===== src/rtl/cpu_pkg.sv =====
// Shared definitions for the 16-bit five-stage core: opcodes, NOP encoding,
// register-read decode helpers and the hazard controller state type.
package cpu_pkg;

    localparam logic [3:0] OP_LW   = 4'h8;
    localparam logic [3:0] OP_SW   = 4'h9;
    localparam logic [3:0] OP_LHB  = 4'hA;
    localparam logic [3:0] OP_LLB  = 4'hB;
    localparam logic [3:0] OP_B    = 4'hC;
    localparam logic [3:0] OP_CALL = 4'hD;
    localparam logic [3:0] OP_RET  = 4'hE;
    localparam logic [3:0] OP_NOP  = 4'hF;

    localparam logic [15:0] NOP_INST = 16'hF000;

    typedef enum logic [1:0] {
        RUN      = 2'd0,
        LU_STALL = 2'd1,
        FLUSH    = 2'd2,
        MEM_WAIT = 2'd3
    } hz_state_t;

    // ALU ops, LW and SW all read rs.
    function automatic logic uses_rs(input logic [3:0] opcode);
        return opcode <= OP_SW;
    endfunction

    // Only the two-register ALU ops (0x0-0x3) read rt.
    function automatic logic uses_rt(input logic [3:0] opcode);
        return opcode <= 4'h3;
    endfunction

    // SW reads its store data from rd; LHB/LLB merge into the old rd value.
    function automatic logic uses_rd(input logic [3:0] opcode);
        return (opcode == OP_SW) || (opcode == OP_LHB) || (opcode == OP_LLB);
    endfunction

endpackage


===== src/rtl/load_use_detect.sv =====
// Combinational load-use comparator: a LW in EX whose destination is a
// register actually read by the instruction in ID.
module load_use_detect
    import cpu_pkg::*;
(
    input  logic       ex_mem_read,
    input  logic [3:0] ex_rd,
    input  logic [3:0] id_opcode,
    input  logic [3:0] id_rs,
    input  logic [3:0] id_rt,
    input  logic [3:0] id_rd,
    output logic       lu
);

    logic src_match;

    always_comb begin
        // NOP decodes as reading nothing, so it can never match.
        src_match = (uses_rs(id_opcode) && (id_rs == ex_rd)) ||
                    (uses_rt(id_opcode) && (id_rt == ex_rd)) ||
                    (uses_rd(id_opcode) && (id_rd == ex_rd));
        lu = ex_mem_read && (ex_rd != 4'd0) && src_match;
    end

endmodule


===== src/rtl/hazard_ctrl.sv =====
// Pipeline hazard controller: sequences load-use stalls, redirect bubbles and
// data-memory freezes, and keeps a saturating stall-cycle counter.
module hazard_ctrl
    import cpu_pkg::*;
#(
    parameter int unsigned LOAD_USE_CYCLES  = 1,
    parameter int unsigned REDIRECT_BUBBLES = 2
) (
    input  logic        clk,
    input  logic        rst,
    input  logic [3:0]  id_opcode,
    input  logic [3:0]  id_rs,
    input  logic [3:0]  id_rt,
    input  logic [3:0]  id_rd,
    input  logic        ex_mem_read,
    input  logic [3:0]  ex_rd,
    input  logic        ex_redirect,
    input  logic        mem_busy,
    output logic        pc_write,
    output logic        ifid_stall,
    output logic        ifid_flush,
    output logic        idex_stall,
    output logic        idex_flush,
    output logic        exmem_stall,
    output logic [15:0] stall_count
);

    localparam logic [1:0] LU_RELOAD = 2'(LOAD_USE_CYCLES - 1);
    localparam logic [1:0] RD_RELOAD = 2'(REDIRECT_BUBBLES - 1);

    hz_state_t  state, state_nxt;
    hz_state_t  ret_st, ret_nxt;
    hz_state_t  eff_st;
    logic [1:0] cnt, cnt_nxt;
    logic       lu;

    load_use_detect u_lu (
        .ex_mem_read (ex_mem_read),
        .ex_rd       (ex_rd),
        .id_opcode   (id_opcode),
        .id_rs       (id_rs),
        .id_rt       (id_rt),
        .id_rd       (id_rd),
        .lu          (lu)
    );

    always_comb begin
        // NOTE: every output and next-state value gets a default first so no path infers a latch.
        pc_write    = 1'b1;
        ifid_stall  = 1'b0;
        ifid_flush  = 1'b0;
        idex_stall  = 1'b0;
        idex_flush  = 1'b0;
        exmem_stall = 1'b0;
        // Leaving MEM_WAIT resumes the saved state in the very cycle mem_busy falls.
        eff_st      = (state == MEM_WAIT) ? ret_st : state;
        state_nxt   = eff_st;
        ret_nxt     = ret_st;
        cnt_nxt     = cnt;

        if (rst) begin
            pc_write   = 1'b0;
            ifid_flush = 1'b1;
            idex_flush = 1'b1;
            state_nxt  = RUN;
            ret_nxt    = RUN;
            cnt_nxt    = 2'd0;
        end else if (mem_busy) begin
            pc_write    = 1'b0;
            ifid_stall  = 1'b1;
            idex_stall  = 1'b1;
            exmem_stall = 1'b1;
            state_nxt   = MEM_WAIT;
            ret_nxt     = eff_st;
        end else if (ex_redirect) begin
            ifid_flush = 1'b1;
            idex_flush = 1'b1;
            if (REDIRECT_BUBBLES > 1) begin
                state_nxt = FLUSH;
                cnt_nxt   = RD_RELOAD;
            end else begin
                state_nxt = RUN;
                cnt_nxt   = 2'd0;
            end
        end else begin
            unique case (eff_st)
                LU_STALL: begin
                    pc_write   = 1'b0;
                    ifid_stall = 1'b1;
                    idex_flush = 1'b1;
                    if (cnt <= 2'd1) begin
                        state_nxt = RUN;
                        cnt_nxt   = 2'd0;
                    end else begin
                        cnt_nxt = cnt - 2'd1;
                    end
                end
                FLUSH: begin
                    ifid_flush = 1'b1;
                    if (cnt <= 2'd1) begin
                        state_nxt = RUN;
                        cnt_nxt   = 2'd0;
                    end else begin
                        cnt_nxt = cnt - 2'd1;
                    end
                end
                default: begin
                    state_nxt = RUN;
                    if (lu) begin
                        pc_write   = 1'b0;
                        ifid_stall = 1'b1;
                        idex_flush = 1'b1;
                        if (LOAD_USE_CYCLES > 1) begin
                            state_nxt = LU_STALL;
                            cnt_nxt   = LU_RELOAD;
                        end
                    end
                end
            endcase
        end
    end

    // NOTE: sequential state uses non-blocking assignments so all registers update together.
    always_ff @(posedge clk) begin
        if (rst) begin
            state       <= RUN;
            ret_st      <= RUN;
            cnt         <= 2'd0;
            stall_count <= 16'd0;
        end else begin
            state  <= state_nxt;
            ret_st <= ret_nxt;
            cnt    <= cnt_nxt;
            if (!pc_write && (stall_count != 16'hFFFF))
                stall_count <= stall_count + 16'd1;
        end
    end

endmodule


===== config.mk =====
export PLATFORM = sky130hd
export DESIGN_NAME = hazard_ctrl
export DESIGN_NICKNAME = d
export VERILOG_FILES = /design/src/rtl/cpu_pkg.sv /design/src/rtl/load_use_detect.sv /design/src/rtl/hazard_ctrl.sv
export SDC_FILE = /design/constraint.sdc
export NUM_CORES = 1
export LEC_CHECK = 0
export ABC_AREA = 1
export BUFFER_PORTS_ARGS = -buffer_cell sky130_fd_sc_hd__buf_2
export CELL_PAD_IN_SITES_DETAIL_PLACEMENT = 0
export CELL_PAD_IN_SITES_GLOBAL_PLACEMENT = 1
export CORE_ASPECT_RATIO = 1.1
export CORE_UTILIZATION = 38
export DETAILED_ROUTE_END_ITERATION = 8
export GPL_ROUTABILITY_DRIVEN = 0
export HOLD_SLACK_MARGIN = 0.03
export PLACE_DENSITY = 0.95
export SLEW_MARGIN = 20
export SYNTH_ARGS = -nofsm -noshare
export SYNTH_HDL_FRONTEND = slang
export SYNTH_SLANG_ARGS = --single-unit

===== constraint.sdc =====
create_clock -name clk -period 3.17 [get_ports clk]
set_input_delay 0.4755 -clock clk [delete_from_list [all_inputs] [get_ports clk]]
set_output_delay 0.4755 -clock clk [all_outputs]
set_load 0.05 [all_outputs]

# Word-level counts from Yosys, hierarchy flattened
# Index checks and enable logic that the tools add are counted.
[totals]
inputBits = 25
ff_bits = 22
output_inout_bits = 22
elab_cells = 62
[op_classes]
n_mux = 27
bitwise = 1
reduce_logical = 15
magnitude_cmp = 3
n_eq_ne = 10
add_sub_neg = 2
[ops]
columns = ["op", "count"]
rows = [
  ["1-bit two-way mux", 17],
  ["16-bit by 1-bit adder with 16-bit output (second input constant)", 1],
  ["2-bit two-way mux", 8],
  ["16-bit inequality test (second input constant)", 1],
  ["4-bit == test", 3],
  ["4-bit == test (second input constant)", 3],
  ["1-bit logical AND", 6],
  ["2-bit == test (second input constant)", 2],
  ["4-bit by 2-bit less-or-equal comparator with 1-bit output (second input constant)", 1],
  ["4-bit less-or-equal comparator (second input constant)", 1],
  ["1-bit logical OR", 4],
  ["1-bit one-hot mux with 2 select lines", 2],
  ["4-bit nonzero test", 1],
  ["2-bit by 1-bit == test with 1-bit output (second input constant)", 1],
  ["2-bit by 1-bit less-or-equal comparator with 1-bit output (second input constant)", 1],
  ["2-bit AND reduction", 1],
  ["2-bit nonzero test", 1],
  ["2-bit OR reduction", 1],
  ["2-bit by 1-bit subtractor with 2-bit output (second input constant)", 1],
  ["1-bit logical NOT", 1],
  ["1-bit inverter", 1],
]

# Logic depth before layout (Yosys ltp)
[depth]
word_depth = 13
ltp_mapped = 15
mapped_depth_nobuf = 14

# Modules after synthesis
# From an unflattened synthesis, not the netlist that was laid out.
[unflattened]
hier_cells = 253
hier_area_um2 = 1584.0
[modules_own_cells]
columns = ["module", "instances", "area_per_inst_um2", "cells_per_inst", "seq_area_each_um2"]
rows = [
  ["hazard_ctrl", 1, 1335.0, 198, 440.4],
  ["load_use_detect", 1, 249.0, 55, 0.0],
]

# Least setup slack after synthesis
# OpenSTA, ideal clock, no wires.
[synth_path]
path_kind = "reg-to-output"
startpoint = "register state[1]"
endpoint = "output ifid_stall"
arrival_ns = 2.274
slack_ns = 0.420
path_buffers = 0
required_time_ns = 2.694
path_stages_with_launch = 7
path_cell_list = "dfxtp_1 > inv_1 > o21ai_0 > ha_1 > nand2_1 > o21ai_0 > o31ai_1"
[synth_via]
elab_chain_len = 7
elab_cells_between_ends = 8
classes_between = "eq/ne (3); mux (5)"
[synth_rtl]
columns = ["element", "line_no", "rtl"]
rows = [
  ["start, declared", "hazard_ctrl.sv:31", "hz_state_t state, state_nxt;"],
  ["start signal, assigned", "hazard_ctrl.sv:131", "state <= state_nxt;"],
  ["2-bit == test", "hazard_ctrl.sv:56", "eff_st = (state == MEM_WAIT) ? ret_st : state;"],
  ["2-bit two-way mux (*)", "hazard_ctrl.sv:56", ""],
  ["2-bit == test or 2-bit by 1-bit == test with 1-bit output (tied branches)", "hazard_ctrl.sv:86", "unique case (eff_st)"],
  ["1-bit one-hot mux with 2 select lines (*)", "hazard_ctrl.sv:86", ""],
  ["1-bit two-way mux (*)", "hazard_ctrl.sv:75", "end else if (ex_redirect) begin"],
  ["1-bit two-way mux (*)", "hazard_ctrl.sv:68", "end else if (mem_busy) begin"],
  ["1-bit two-way mux (*)", "hazard_ctrl.sv:61", "if (rst) begin"],
  ["end, declared", "hazard_ctrl.sv:20", "output logic ifid_stall,"],
]
# Mark *: on every way between the ends. The rest lies on a longest branch, timed or not.

# Worst setup path in the final report
[layout_path]
startpoint = "register state[1]"
endpoint = "output pc_write"
[layout_via]
elab_chain_len = 7
elab_cells_between_ends = 8
classes_between = "eq/ne (3); mux (5)"
[layout_rtl]
columns = ["element", "line_no", "rtl"]
rows = [
  ["2-bit == test", "hazard_ctrl.sv:56", ""],
  ["2-bit two-way mux (*)", "hazard_ctrl.sv:56", ""],
  ["2-bit == test or 2-bit by 1-bit == test with 1-bit output (tied branches)", "hazard_ctrl.sv:86", ""],
  ["1-bit one-hot mux with 2 select lines (*)", "hazard_ctrl.sv:86", ""],
  ["1-bit two-way mux (*)", "hazard_ctrl.sv:75", ""],
  ["1-bit two-way mux (*)", "hazard_ctrl.sv:68", ""],
  ["1-bit two-way mux (*)", "hazard_ctrl.sv:61", ""],
  ["end, declared", "hazard_ctrl.sv:19", "output logic pc_write,"],
]
# Marks and branches as above.

==> flow_metrics.env <==
export IMPL_vdd_ir_drop_max_mv=0.2135
export IMPL_vias=1541
export IMPL_vias_per_cell=4.771
export IMPL_root_buffer="clkbuf_8"
export IMPL_cp_slowest_stage_delay_ns=0.33
export IMPL_synth_common_cells="nand2_1 (54), inv_1 (28), nand3_1 (27)"
export IMPL_grt_pass1_vias=1398
export IMPL_routed_wl_um=3325
export IMPL_rsz0062_at_grt="no"
export IMPL_tns_ns=0
export IMPL_drt_iter0_drc=86
export IMPL_yosysMostFrequentCell="nand2_1"
export IMPL_rows=23
export IMPL_fp_dieH_um=68.39
export IMPL_ctsResizeCount=0
export IMPL_cts_tree="done"
export IMPL_initial_utilization=0.4070
export IMPL_synthCells=229
export IMPL_grtUsageTotal=0.1706
export IMPL_clock_sinks=22
export IMPL_grt_first_pass_wirelength_um=5906
export IMPL_synth_warnings=0
export IMPL_yosysTopAreaCellShare=0.2892
export IMPL_synthTopCellsByArea="dfxtp_1 (29%), nand2_1 (13%), nand3_1 (8.9%)"
export IMPL_power_density_nw_per_um2=365.6
export IMPL_status="completed"
export IMPL_synth_edf_count=0
export IMPL_drv_slew=0
export IMPL_multi_input_area_um2=929.6
export IMPL_gr_total_overflow=0
export IMPL_ios=47
export IMPL_port_buffers=46
export IMPL_max_freq_mhz=392.0
export IMPL_worst_slew_pin_slew_ns=0.3965
export IMPL_path_cells="inv_1, o21ai_0, ha_1, inv_1, a21oi_1, nand2_1, nand2_2, inv_1, buf_2"
export IMPL_antenna_found_initial=0
export IMPL_area_growth_pct=21.53
export IMPL_ys_seq_area_frac=0.2892
export IMPL_critical_path_class="register to output port"
export IMPL_drc=0
export IMPL_fin_nets=302
export IMPL_synthArstFlopShare=0
export IMPL_syn_num_nets=257
export IMPL_post_cts_buffers=0
export IMPL_clk_pin_slew_worst_paths_ns=0.07
export IMPL_core_area_um2=3741
export IMPL_drive_gt1_frac=0.2198
export IMPL_r2r_slack_ns=1.01
export IMPL_yosys_area_top_type="dfxtp_1"
export IMPL_dr_pass1_iters=4
export IMPL_hold_path_class="register to register"
export IMPL_period_share=0.8047
export IMPL_cts_buffers=3
export IMPL_maxCapViolCount=0
export IMPL_dp_hpwl_um=2564
export IMPL_ys_types=28
export IMPL_die_w_um=62.36
export IMPL_grt_max_degree=23
export IMPL_fill_cells=393
export IMPL_relSlewSlack=0.7332
export IMPL_post_route_min_period_ns=2.551
export IMPL_antenna_left=0
export IMPL_path_max_fanout=19
export IMPL_syn_area_per_cell_um2=6.649
export IMPL_critPathRequiredTime_ns=2.69
export IMPL_finalHoldViolations=0
export IMPL_start_kind="register"
export IMPL_setup_viol=0
export IMPL_synthFlopType="dfxtp_1"
export IMPL_ys_seq_elements=22
export IMPL_crit_path_end_kind="output port"
export IMPL_clockBufferDepth=2
export IMPL_crit_top_cell="inv_1"
export IMPL_ctsHtreeMaxLevel=1
export IMPL_cp_slowest_cell="ha_1"
export IMPL_clock_skew_ns=0.005807
export IMPL_register_area_um2=440.4
export IMPL_wl_per_cell_um=10.29
export IMPL_clock_latency_ns=0.26
export IMPL_power_leakage_nw=0.9171
export IMPL_holdBufCountCts=0
export IMPL_final_util=0.4946
export IMPL_n_antenna_cell=0
export IMPL_cp_arrival_ns=2.08
export IMPL_netlist_area_um2=1523
export IMPL_die_area_um2=4264
## metal layers
| metal | part of all wire | global-route usage |
|---|---|---|
| met1 | 0.47 | 0.2096 |
| met4 | 0.010 | 0.05233 |
| met2 | 0.47 | 0.3132 |
| met3 | 0.050 | 0.02333 |
| met5 | 0 | 0 |
## sequential cells by signal, indices dropped and copies added (netlist names)
signal / cells
stall_count: 16
ret_st: 2
cnt: 2
state: 2
## per-stage QoR
step	instances	hold slack [ns]	setup WS, ns	instance area (µm²)	total power, mW
6_report	323	0.4679	0.6189	1851	0.6766
5_1_grt	323	0.4997	0.4419	1851	0.7112
4_1_cts	323	0.4700	0.6016	1851	0.6861
3_5_place_dp	319	0.4511	0.8314	1779	0.4288
3_3_place_gp	319	0.4463	0.8601	1779	0.4285
2_1_floorplan	229	0.4231	0.4205	1523	0.3904
## layout make-up
type | instances | area share
multi-input cells | 170 | 0.5024
clock inverters | 1 | 0.01623
inverters | 31 | 0.06288
flip-flops and latches | 22 | 0.2380
repair buffers | 46 | 0.1244
clock buffers | 3 | 0.02231
well taps | 50 | 0.03381
## placed cells by master, fill, tap and decap left out, types with 3 or more instances in the layout
cell type,instances
inv_1,28
ha_1,3
inv_2,3
nor3_1,4
nand2_1,54
buf_2,46
dfxtp_1,22
xnor2_1,4
nand3_1,27
nor2_1,16
clkbuf_8,3
a21oi_1,22
xor2_1,15
o21ai_0,8
## kinds of logic after synthesis
kind of cell	count (synthesis)	synth area share
XOR/XNOR	19	0.1093
buffers and inverters	37	0.1002
flip-flops	22	0.2892
AO/OA/AOI/OAI	34	0.1159
adder cells (fa/ha/maj)	3	0.02465
AND/OR/NAND/NOR	114	0.3607
## power breakdown
group          switching, mW  internal (mW)
logic                 0.0907         0.0418
clock network         0.0866          0.168
registers            0.00571          0.283
total                  0.183          0.494
## path summary, 6_finish.rpt
kind / from / end / cells after the start
max reg2reg: stall_count[0]$_SDFFE_PP0P_ / stall_count[3]$_SDFFE_PP0P_ / 9
min reg2reg: cnt[0]$_SDFFE_PP0P_ / cnt[0]$_SDFFE_PP0P_ / 2
min: cnt[0]$_SDFFE_PP0P_ / cnt[0]$_SDFFE_PP0P_ / 2
max: state[1]$_SDFF_PP0_ / pc_write / 9
## critical path, delay by kind of cell (launching register included)
family                   cells  cell delay (ns)
AND/OR/NAND/NOR              2             0.30
flip-flops                   1             0.31
adder cells (fa/ha/maj)      1             0.33
buffers and inverters        4             0.51
AO/OA/AOI/OAI                2             0.36
No activity file was read; power rests on OpenSTA's default activity.
